File: config.mk
export PLATFORM = sky130hd
export DESIGN_NAME = rgb_pwm_sequencer_flat
export DESIGN_NICKNAME = d
export VERILOG_FILES = /design/src/rtl/led_pkg.sv /design/src/rtl/rgb_pwm_sequencer_if.sv /design/src/rtl/led_channel.sv /design/src/rtl/rgb_pwm_sequencer.sv /design/src/flat_wrapper.sv
export SDC_FILE = /design/constraint.sdc
export NUM_CORES = 1
export LEC_CHECK = 0
export CAP_MARGIN = 20
export CORE_ASPECT_RATIO = 2
export CORE_MARGIN = 3
export CORE_UTILIZATION = 60
export CTS_CLUSTER_DIAMETER = 120
export DETAILED_ROUTE_END_ITERATION = 6
export GPL_TIMING_DRIVEN = 0
export PLACE_DENSITY = 0.78
export SLEW_MARGIN = 20
export SYNTH_ARGS = -nofsm -noshare
export SYNTH_HDL_FRONTEND = slang
export SYNTH_SLANG_ARGS = --single-unit
File: constraint.sdc
create_clock -name clk -period 6.17 [get_ports clk]
set_input_delay 0.9255 -clock clk [delete_from_list [all_inputs] [get_ports clk]]
set_output_delay 0.9255 -clock clk [all_outputs]
set_load 0.01 [all_outputs]
File: src/rtl/led_pkg.sv
// Shared types for the RGB/PWM LED sequencer: channel modes and per-channel
// blink/breathe state encodings.
package led_pkg;

  localparam int unsigned MODE_W = 2;

  typedef enum logic [MODE_W-1:0] {
    MODE_OFF     = 2'd0,
    MODE_SOLID   = 2'd1,
    MODE_BLINK   = 2'd2,
    MODE_BREATHE = 2'd3
  } led_mode_t;

  typedef enum logic {
    DIR_UP   = 1'b0,
    DIR_DOWN = 1'b1
  } ramp_dir_t;

  typedef enum logic {
    PHASE_ON  = 1'b0,
    PHASE_OFF = 1'b1
  } blink_phase_t;

endpackage

File: src/rtl/rgb_pwm_sequencer_if.sv
// Config write port of the LED sequencer: valid/ready write plus error pulse.
interface rgb_pwm_sequencer_if #(
  parameter int unsigned CHANNELS = 3,
  parameter int unsigned PWM_BITS = 8
);

  localparam int unsigned CHAN_W = (CHANNELS > 1) ? $clog2(CHANNELS) : 1;

  logic                      cfg_valid;
  logic                      cfg_ready;
  logic [CHAN_W-1:0]         cfg_chan;
  logic [led_pkg::MODE_W-1:0] cfg_mode;
  logic [PWM_BITS-1:0]       cfg_level;
  logic                      cfg_err;

  modport master (
    output cfg_valid, cfg_chan, cfg_mode, cfg_level,
    input  cfg_ready, cfg_err
  );

  modport slave (
    input  cfg_valid, cfg_chan, cfg_mode, cfg_level,
    output cfg_ready, cfg_err
  );

endinterface

File: src/rtl/led_channel.sv
// One LED channel: shadowed config, frame-boundary apply, and per-frame duty
// generation for OFF / SOLID / BLINK / BREATHE.
module led_channel
  import led_pkg::*;
#(
  parameter int unsigned PWM_BITS     = 8,
  parameter int unsigned BLINK_FRAMES = 32
) (
  input  logic                clk,
  input  logic                rst,
  input  logic                frame_wrap,
  input  logic                wr_en,
  input  led_mode_t           wr_mode,
  input  logic [PWM_BITS-1:0] wr_level,
  output logic [PWM_BITS-1:0] duty
);

  localparam int unsigned BF_W = (BLINK_FRAMES > 1) ? $clog2(BLINK_FRAMES) : 1;

  led_mode_t           pend_mode_q, pend_mode_d, mode_q, mode_d;
  logic [PWM_BITS-1:0] pend_level_q, pend_level_d, level_q, level_d;
  logic [PWM_BITS-1:0] ramp_q, ramp_d, duty_q, duty_d;
  logic                dirty_q, dirty_d;
  ramp_dir_t           dir_q, dir_d;
  blink_phase_t        phase_q, phase_d;
  logic [BF_W-1:0]     bcnt_q, bcnt_d;

  always_comb begin
    pend_mode_d  = pend_mode_q;
    pend_level_d = pend_level_q;
    dirty_d      = dirty_q;
    mode_d       = mode_q;
    level_d      = level_q;
    ramp_d       = ramp_q;
    dir_d        = dir_q;
    phase_d      = phase_q;
    bcnt_d       = bcnt_q;
    duty_d       = duty_q;

    if (frame_wrap) begin
      if (dirty_q) begin
        mode_d  = pend_mode_q;
        level_d = pend_level_q;
        dirty_d = 1'b0;
        ramp_d  = '0;
        dir_d   = DIR_UP;
        phase_d = PHASE_ON;
        bcnt_d  = '0;
      end else begin
        if (bcnt_q == BF_W'(BLINK_FRAMES - 1)) begin
          bcnt_d  = '0;
          phase_d = (phase_q == PHASE_ON) ? PHASE_OFF : PHASE_ON;
        end else begin
          bcnt_d = bcnt_q + 1'b1;
        end
        // Step first, then turn around on the new value so ramp stays in [0, level].
        if (dir_q == DIR_UP) begin
          if (ramp_q < level_q) ramp_d = ramp_q + 1'b1;
          if (ramp_d == level_q) dir_d = DIR_DOWN;
        end else begin
          if (ramp_q != '0) ramp_d = ramp_q - 1'b1;
          if (ramp_d == '0) dir_d = DIR_UP;
        end
      end

      unique case (mode_d)
        MODE_OFF:     duty_d = '0;
        MODE_SOLID:   duty_d = level_d;
        MODE_BLINK:   duty_d = (phase_d == PHASE_ON) ? level_d : '0;
        MODE_BREATHE: duty_d = ramp_d;
        default:      duty_d = '0;
      endcase
    end

    // A write on the apply edge lands in the shadow for the following frame.
    if (wr_en) begin
      pend_mode_d  = wr_mode;
      pend_level_d = wr_level;
      dirty_d      = 1'b1;
    end
  end

  always_ff @(posedge clk or posedge rst) begin
    if (rst) begin
      pend_mode_q  <= MODE_OFF;
      pend_level_q <= '0;
      dirty_q      <= 1'b0;
      mode_q       <= MODE_OFF;
      level_q      <= '0;
      ramp_q       <= '0;
      dir_q        <= DIR_UP;
      phase_q      <= PHASE_ON;
      bcnt_q       <= '0;
      duty_q       <= '0;
    end else begin
      pend_mode_q  <= pend_mode_d;
      pend_level_q <= pend_level_d;
      dirty_q      <= dirty_d;
      mode_q       <= mode_d;
      level_q      <= level_d;
      ramp_q       <= ramp_d;
      dir_q        <= dir_d;
      phase_q      <= phase_d;
      bcnt_q       <= bcnt_d;
      duty_q       <= duty_d;
    end
  end

  assign duty = duty_q;

endmodule

File: src/rtl/rgb_pwm_sequencer.sv
// Multi-channel LED PWM sequencer: shared prescaler and PWM frame counter,
// config write decode, and registered per-channel output compare.
module rgb_pwm_sequencer
  import led_pkg::*;
#(
  parameter int unsigned CHANNELS     = 3,
  parameter int unsigned PWM_BITS     = 8,
  parameter int unsigned PRESCALE     = 1,
  parameter int unsigned BLINK_FRAMES = 32,
  parameter bit          ACTIVE_LOW   = 1'b1
) (
  input  logic                clk,
  input  logic                rst,
  rgb_pwm_sequencer_if.slave  cfg,
  output logic                frame_tick,
  output logic [CHANNELS-1:0] led
);

  localparam int unsigned PRE_W = (PRESCALE > 1) ? $clog2(PRESCALE) : 1;

  logic [PRE_W-1:0]    presc_q, presc_d;
  logic [PWM_BITS-1:0] pwm_cnt_q, pwm_cnt_d;
  logic                tick, wrap, accept, chan_ok;
  logic                ready_q, err_q, err_d, frame_tick_q;
  logic [CHANNELS-1:0] led_q, led_d, wr_en;
  logic [PWM_BITS-1:0] duty [CHANNELS];

  always_comb begin
    tick      = (presc_q == PRE_W'(PRESCALE - 1));
    presc_d   = tick ? '0 : presc_q + 1'b1;
    pwm_cnt_d = tick ? pwm_cnt_q + 1'b1 : pwm_cnt_q;
    wrap      = tick && (pwm_cnt_q == '1);
    accept    = cfg.cfg_valid && ready_q;
    chan_ok   = (32'(cfg.cfg_chan) < CHANNELS);
    err_d     = accept && !chan_ok;
    wr_en     = '0;
    led_d     = '0;
    for (int unsigned i = 0; i < CHANNELS; i++) begin
      wr_en[i] = accept && chan_ok && (32'(cfg.cfg_chan) == i);
      led_d[i] = (pwm_cnt_q < duty[i]) ^ ACTIVE_LOW;
    end
  end

  always_ff @(posedge clk or posedge rst) begin
    if (rst) begin
      presc_q      <= '0;
      pwm_cnt_q    <= '0;
      ready_q      <= 1'b0;
      err_q        <= 1'b0;
      frame_tick_q <= 1'b0;
      led_q        <= {CHANNELS{ACTIVE_LOW}};
    end else begin
      presc_q      <= presc_d;
      pwm_cnt_q    <= pwm_cnt_d;
      ready_q      <= 1'b1;
      err_q        <= err_d;
      frame_tick_q <= wrap;
      led_q        <= led_d;
    end
  end

  for (genvar g = 0; g < CHANNELS; g++) begin : g_chan
    led_channel #(
      .PWM_BITS    (PWM_BITS),
      .BLINK_FRAMES(BLINK_FRAMES)
    ) u_chan (
      .clk       (clk),
      .rst       (rst),
      .frame_wrap(wrap),
      .wr_en     (wr_en[g]),
      .wr_mode   (led_mode_t'(cfg.cfg_mode)),
      .wr_level  (cfg.cfg_level),
      .duty      (duty[g])
    );
  end

  assign cfg.cfg_ready = ready_q;
  assign cfg.cfg_err   = err_q;
  assign frame_tick    = frame_tick_q;
  assign led           = led_q;

endmodule

File: src/flat_wrapper.sv
// flat-port wrapper written by rule: the top's interface ports become plain ports
module rgb_pwm_sequencer_flat import led_pkg::*;
#(
  parameter int unsigned CHANNELS     = 3,
  parameter int unsigned PWM_BITS     = 8,
  parameter int unsigned PRESCALE     = 1,
  parameter int unsigned BLINK_FRAMES = 32,
  parameter bit          ACTIVE_LOW   = 1'b1
)
  (clk, rst, frame_tick, led, cfg_cfg_valid, cfg_cfg_chan, cfg_cfg_mode, cfg_cfg_level, cfg_cfg_ready, cfg_cfg_err);
  rgb_pwm_sequencer_if #(.CHANNELS(CHANNELS), .PWM_BITS(PWM_BITS)) cfg_i ();
  input  logic clk;
  input  logic rst;
  output logic frame_tick;
  output logic [CHANNELS-1:0] led;
  input wire logic [$bits(cfg_i.cfg_valid)-1:0] cfg_cfg_valid;
  input wire logic [$bits(cfg_i.cfg_chan)-1:0] cfg_cfg_chan;
  input wire logic [$bits(cfg_i.cfg_mode)-1:0] cfg_cfg_mode;
  input wire logic [$bits(cfg_i.cfg_level)-1:0] cfg_cfg_level;
  output wire logic [$bits(cfg_i.cfg_ready)-1:0] cfg_cfg_ready;
  output wire logic [$bits(cfg_i.cfg_err)-1:0] cfg_cfg_err;
  assign cfg_i.cfg_valid = cfg_cfg_valid;
  assign cfg_i.cfg_chan = cfg_cfg_chan;
  assign cfg_i.cfg_mode = cfg_cfg_mode;
  assign cfg_i.cfg_level = cfg_cfg_level;
  assign cfg_cfg_ready = cfg_i.cfg_ready;
  assign cfg_cfg_err = cfg_i.cfg_err;
  rgb_pwm_sequencer #(.CHANNELS(CHANNELS), .PWM_BITS(PWM_BITS), .PRESCALE(PRESCALE), .BLINK_FRAMES(BLINK_FRAMES), .ACTIVE_LOW(ACTIVE_LOW)) u_core (.clk(clk), .rst(rst), .cfg(cfg_i), .frame_tick(frame_tick), .led(led));
endmodule
==> impl_metrics.py <==
metrics = {
    "timing": {
        "finalCriticalPeriod_ns": 3.32,
        "slew_violations": 0,
        "fin_setup_tns_ns": 0,
        "rsz0062_at_grt": "false",
        "finalSetupViolCount": 0,
        "skew_ns": 0.00790,
        "slew_headroom_pct": 40.0,
        "worst_pin_slew_ns": 0.892,
        "min_period_over_period_pct": 53.8,
        "hold_violations": 0,
        "max_freq_mhz": 301,
    },
    "job": {
        "maxCapViolations": 0,
    },
    "synth": {
        "yosysTopAreaCellShare_pct": 38.7,
        "syn_inst": 996,
        "synth_cell_types": 73,
        "synth-compound-area-share_pct": 18.1,
        "yosysTopAreaCell": "dfrtp_1",
        "synthMuxAreaShare_pct": 8.29,
        "synth_area_um2": 9240,
        "synth_area_leaders": "dfrtp_1 39%, ha_1 7.9%, mux2_2 4.9%",
        "ys_warn_count": 0,
        "synth_xor_xnor_area_share_pct": 6.45,
        "synthArstFlopShare_pct": 100,
        "synth-edff-count": 0,
        "syn_avg_cell_area_um2": 9.27,
        "synth_fa_ha_area_share_pct": 7.86,
        "synth_top_family_by_area": "compound AO/OA/AOI/OAI gates",
        "synth_seq_cells": 146,
        "ys_seq_area_share_pct": 39.6,
        "yosys.area_share.simple_pct": 14.7,
        "yosys_most_used_dff": "dfrtp_1",
        "syn_nets": 1069,
    },
    "run_status": {
        "status": "finished, final reports clean",
    },
    "cells_and_area": {
        "area_growth_pct": 12.1,
        "final_cell_mix": "143 x dfrtp_1, 109 x nand2_1, 83 x o21ai_0",
        "drive_gt1_share_pct": 9.63,
        "register_area_um2": 3660,
        "fin_nets": 1109,
        "multiInputGateArea_um2": 5120,
        "final_common_cell": "dfrtp_1",
        "num_antenna_cells": 0,
        "fillCellCount": 1205,
    },
    "clock_tree": {
        "cts_tree": "done",
        "clock_sinks": 146,
        "postCtsSetupBuffers": 0,
        "ctsHtreeMaxLevel": 4,
        "cts_repair_resize_count": 0,
        "clock_latency_ns": 0.43,
        "numCtsBuffers": 17,
        "clock-root-buffer": "clkbuf_16",
        "postCtsHoldBufs": 0,
        "clk_path_buf_depth": 2,
        "path_clk_slew_ns": 0.06,
    },
    "detailed_routing": {
        "route.detailed.drc": 0,
        "via_per_inst": 6.39,
        "drt-total-wl_mm": 27.6,
        "drtPass1Iterations": 7,
        "via_count": 7952,
        "drtAntennaViolNets": 0,
        "drt-initial-drc-count": 506,
        "wl_per_cell_um": 22.2,
    },
    "die": {
        "core_um2": 15000,
        "die-area_um2": 17000,
        "die_w_um": 93.7,
        "io_pins": 21,
        "initial_core_util_pct": 61.7,
        "fp.dieH_um": 181,
        "std_cell_rows": 63,
    },
    "global_route": {
        "grt_pass1_vias": 8313,
        "grt_pass1_wl_mm": 43.7,
        "grt_max_degree": 102,
        "antenna_found_initial": 1,
        "track_usage_pct": 33.9,
        "grt_overflow": 0,
    },
    "power_and_ir_drop": {
        "total_power_mw": 2.37,
        "ir_drop_mv": 0.220,
        "p_per_area_nw_per_um2": 228,
        "p_leak_nw": 4.59,
    },
    "critical_path": {
        "crit_arrival_ns": 3.67,
        "worst_setup_path_start_kind": "flop",
        "required_ns": 6.52,
        "r2r_cells": 8,
        "cpMaxStageDelayCell": "buf_1",
        "path_common_cell": "clkbuf_1",
        "cp-end-kind": "flop",
        "cp_max_fo": 10,
        "cp_slowest_stage_delay_ns": 0.68,
        "path_class": "flop to flop",
        "reg2reg_slack_ns": 2.85,
        "path_cells": "ha_1 -> and3_1 -> nand4_1 -> clkbuf_1 -> clkbuf_1 -> buf_1 -> nand2_1 -> o21ai_1",
    },
    "min_path": {
        "hold_path_class": "flop to flop",
        "hold-path-cell-count": 1,
    },
    "placed_design": {
        "finalWeightedCongestion": 0.974,
        "dpl.hpwl_mm": 20.3,
        "place.port_buffers": 20,
    },
}
==> worst max-delay path, delay by kind of cell, from the launching register on <==
family,cells,cell delay [ns]
flops,1,0.50
compound gates,1,0.13
buf+inv,3,1.70
fa+ha+maj,1,0.26
simple gates,3,0.65
==> worst paths after layout <==
check,endpoint,start
max reg2reg,u_core.g_chan[0].u_chan.duty[7]$_DFFE_PP0P_,u_core.pwm_cnt_q[1]$_DFF_PP0_
min in group asynchronous,u_core.frame_tick$_DFF_PP0_,rst
max in group asynchronous,u_core.g_chan[2].u_chan.pend_level_q[3]$_DFFE_PP0P_,rst
min,u_core.g_chan[0].u_chan.bcnt_q[3]$_DFFE_PP0P_,u_core.g_chan[0].u_chan.bcnt_q[3]$_DFFE_PP0P_
min reg2reg,u_core.g_chan[0].u_chan.bcnt_q[3]$_DFFE_PP0P_,u_core.g_chan[0].u_chan.bcnt_q[3]$_DFFE_PP0P_
max,u_core.g_chan[0].u_chan.duty[7]$_DFFE_PP0P_,u_core.pwm_cnt_q[1]$_DFF_PP0_
==> final cells by class <==
type | count | area share [%]
Multi-Input combinational cell | 732 | 49.5
Sequential cell | 146 | 35.3
Clock buffer | 18 | 4.24
Tap cell | 195 | 2.36
Inverter | 62 | 2.32
Timing Repair Buffer | 21 | 2.20
Buffer | 56 | 2.15
Clock inverter | 14 | 1.95
==> cell usage after synthesis, drive strengths merged, types with 8 or more instances <==
library cell,n
a21o,16
xor2,16
nor3,29
clkbuf,43
dfrtp,143
o21ai,89
nor2,45
mux2,41
a31oi,10
o211ai,12
and3,14
inv,61
buf,13
mux2i,30
nand2b,14
o31ai,10
nand2,109
ha,58
xnor2,46
nand3,24
nand4,8
a21oi,49
a211oi,11
==> cell families after synthesis <==
logic type / count (synthesis)
AOI/OAI and AO/OA: 258
xor gates and xnor gates: 64
buffers and inverters: 118
DFF: 146
muxes: 71
other: 1
adders and majority gates: 58
and+or+nand+nor: 280
==> metrics by stage <==
stage	area [um2]	worst slack [ns]	std cells	util, %	hold WS [ns]
after floorplan	9240	1.33	996	-	0.437
after global placement	9680	-0.653	1211	64.6	0.456
after CTS	10400	2.90	1244	69.1	0.471
after detailed placement	9710	2.95	1212	64.9	0.458
after global routing	10400	2.70	1244	69.1	0.510
final	10400	2.85	1244	69.1	0.470
==> sequential cells by signal (all words and copies together), names as in the netlist, 3 cells and up <==
register / cells
u_core.g_chan.u_chan.pend_mode_q: 6
u_core.g_chan.u_chan.dirty_q: 3
u_core.g_chan.u_chan.mode_q: 6
u_core.g_chan.u_chan.pend_level_q: 24
u_core.pwm_cnt_q: 8
u_core.g_chan.u_chan.dir_q: 3
u_core.led: 3
u_core.g_chan.u_chan.level_q: 24
u_core.g_chan.u_chan.phase_q: 3
u_core.g_chan.u_chan.duty: 24
u_core.g_chan.u_chan.bcnt_q: 15
u_core.g_chan.u_chan.ramp_q: 24
==> power by group <==
part	switching, mW	leakage [nW]	internal [mW]
Sequential	0.0468	1.94	1.00
Combinational	0.106	2.35	0.0800
Clock	0.438	0.301	0.693
Total	0.591	4.59	1.77
==> metal layers <==
metal	track usage [%]	routed length, um	vias to the layer above
li1	-	-	3621
met1	33.2	9400	3864
met2	59.6	14400	320
met3	7.17	1440	145
met4	26.9	2430	2
met5	0	9	-
Power figures use the tool's default switching activity.
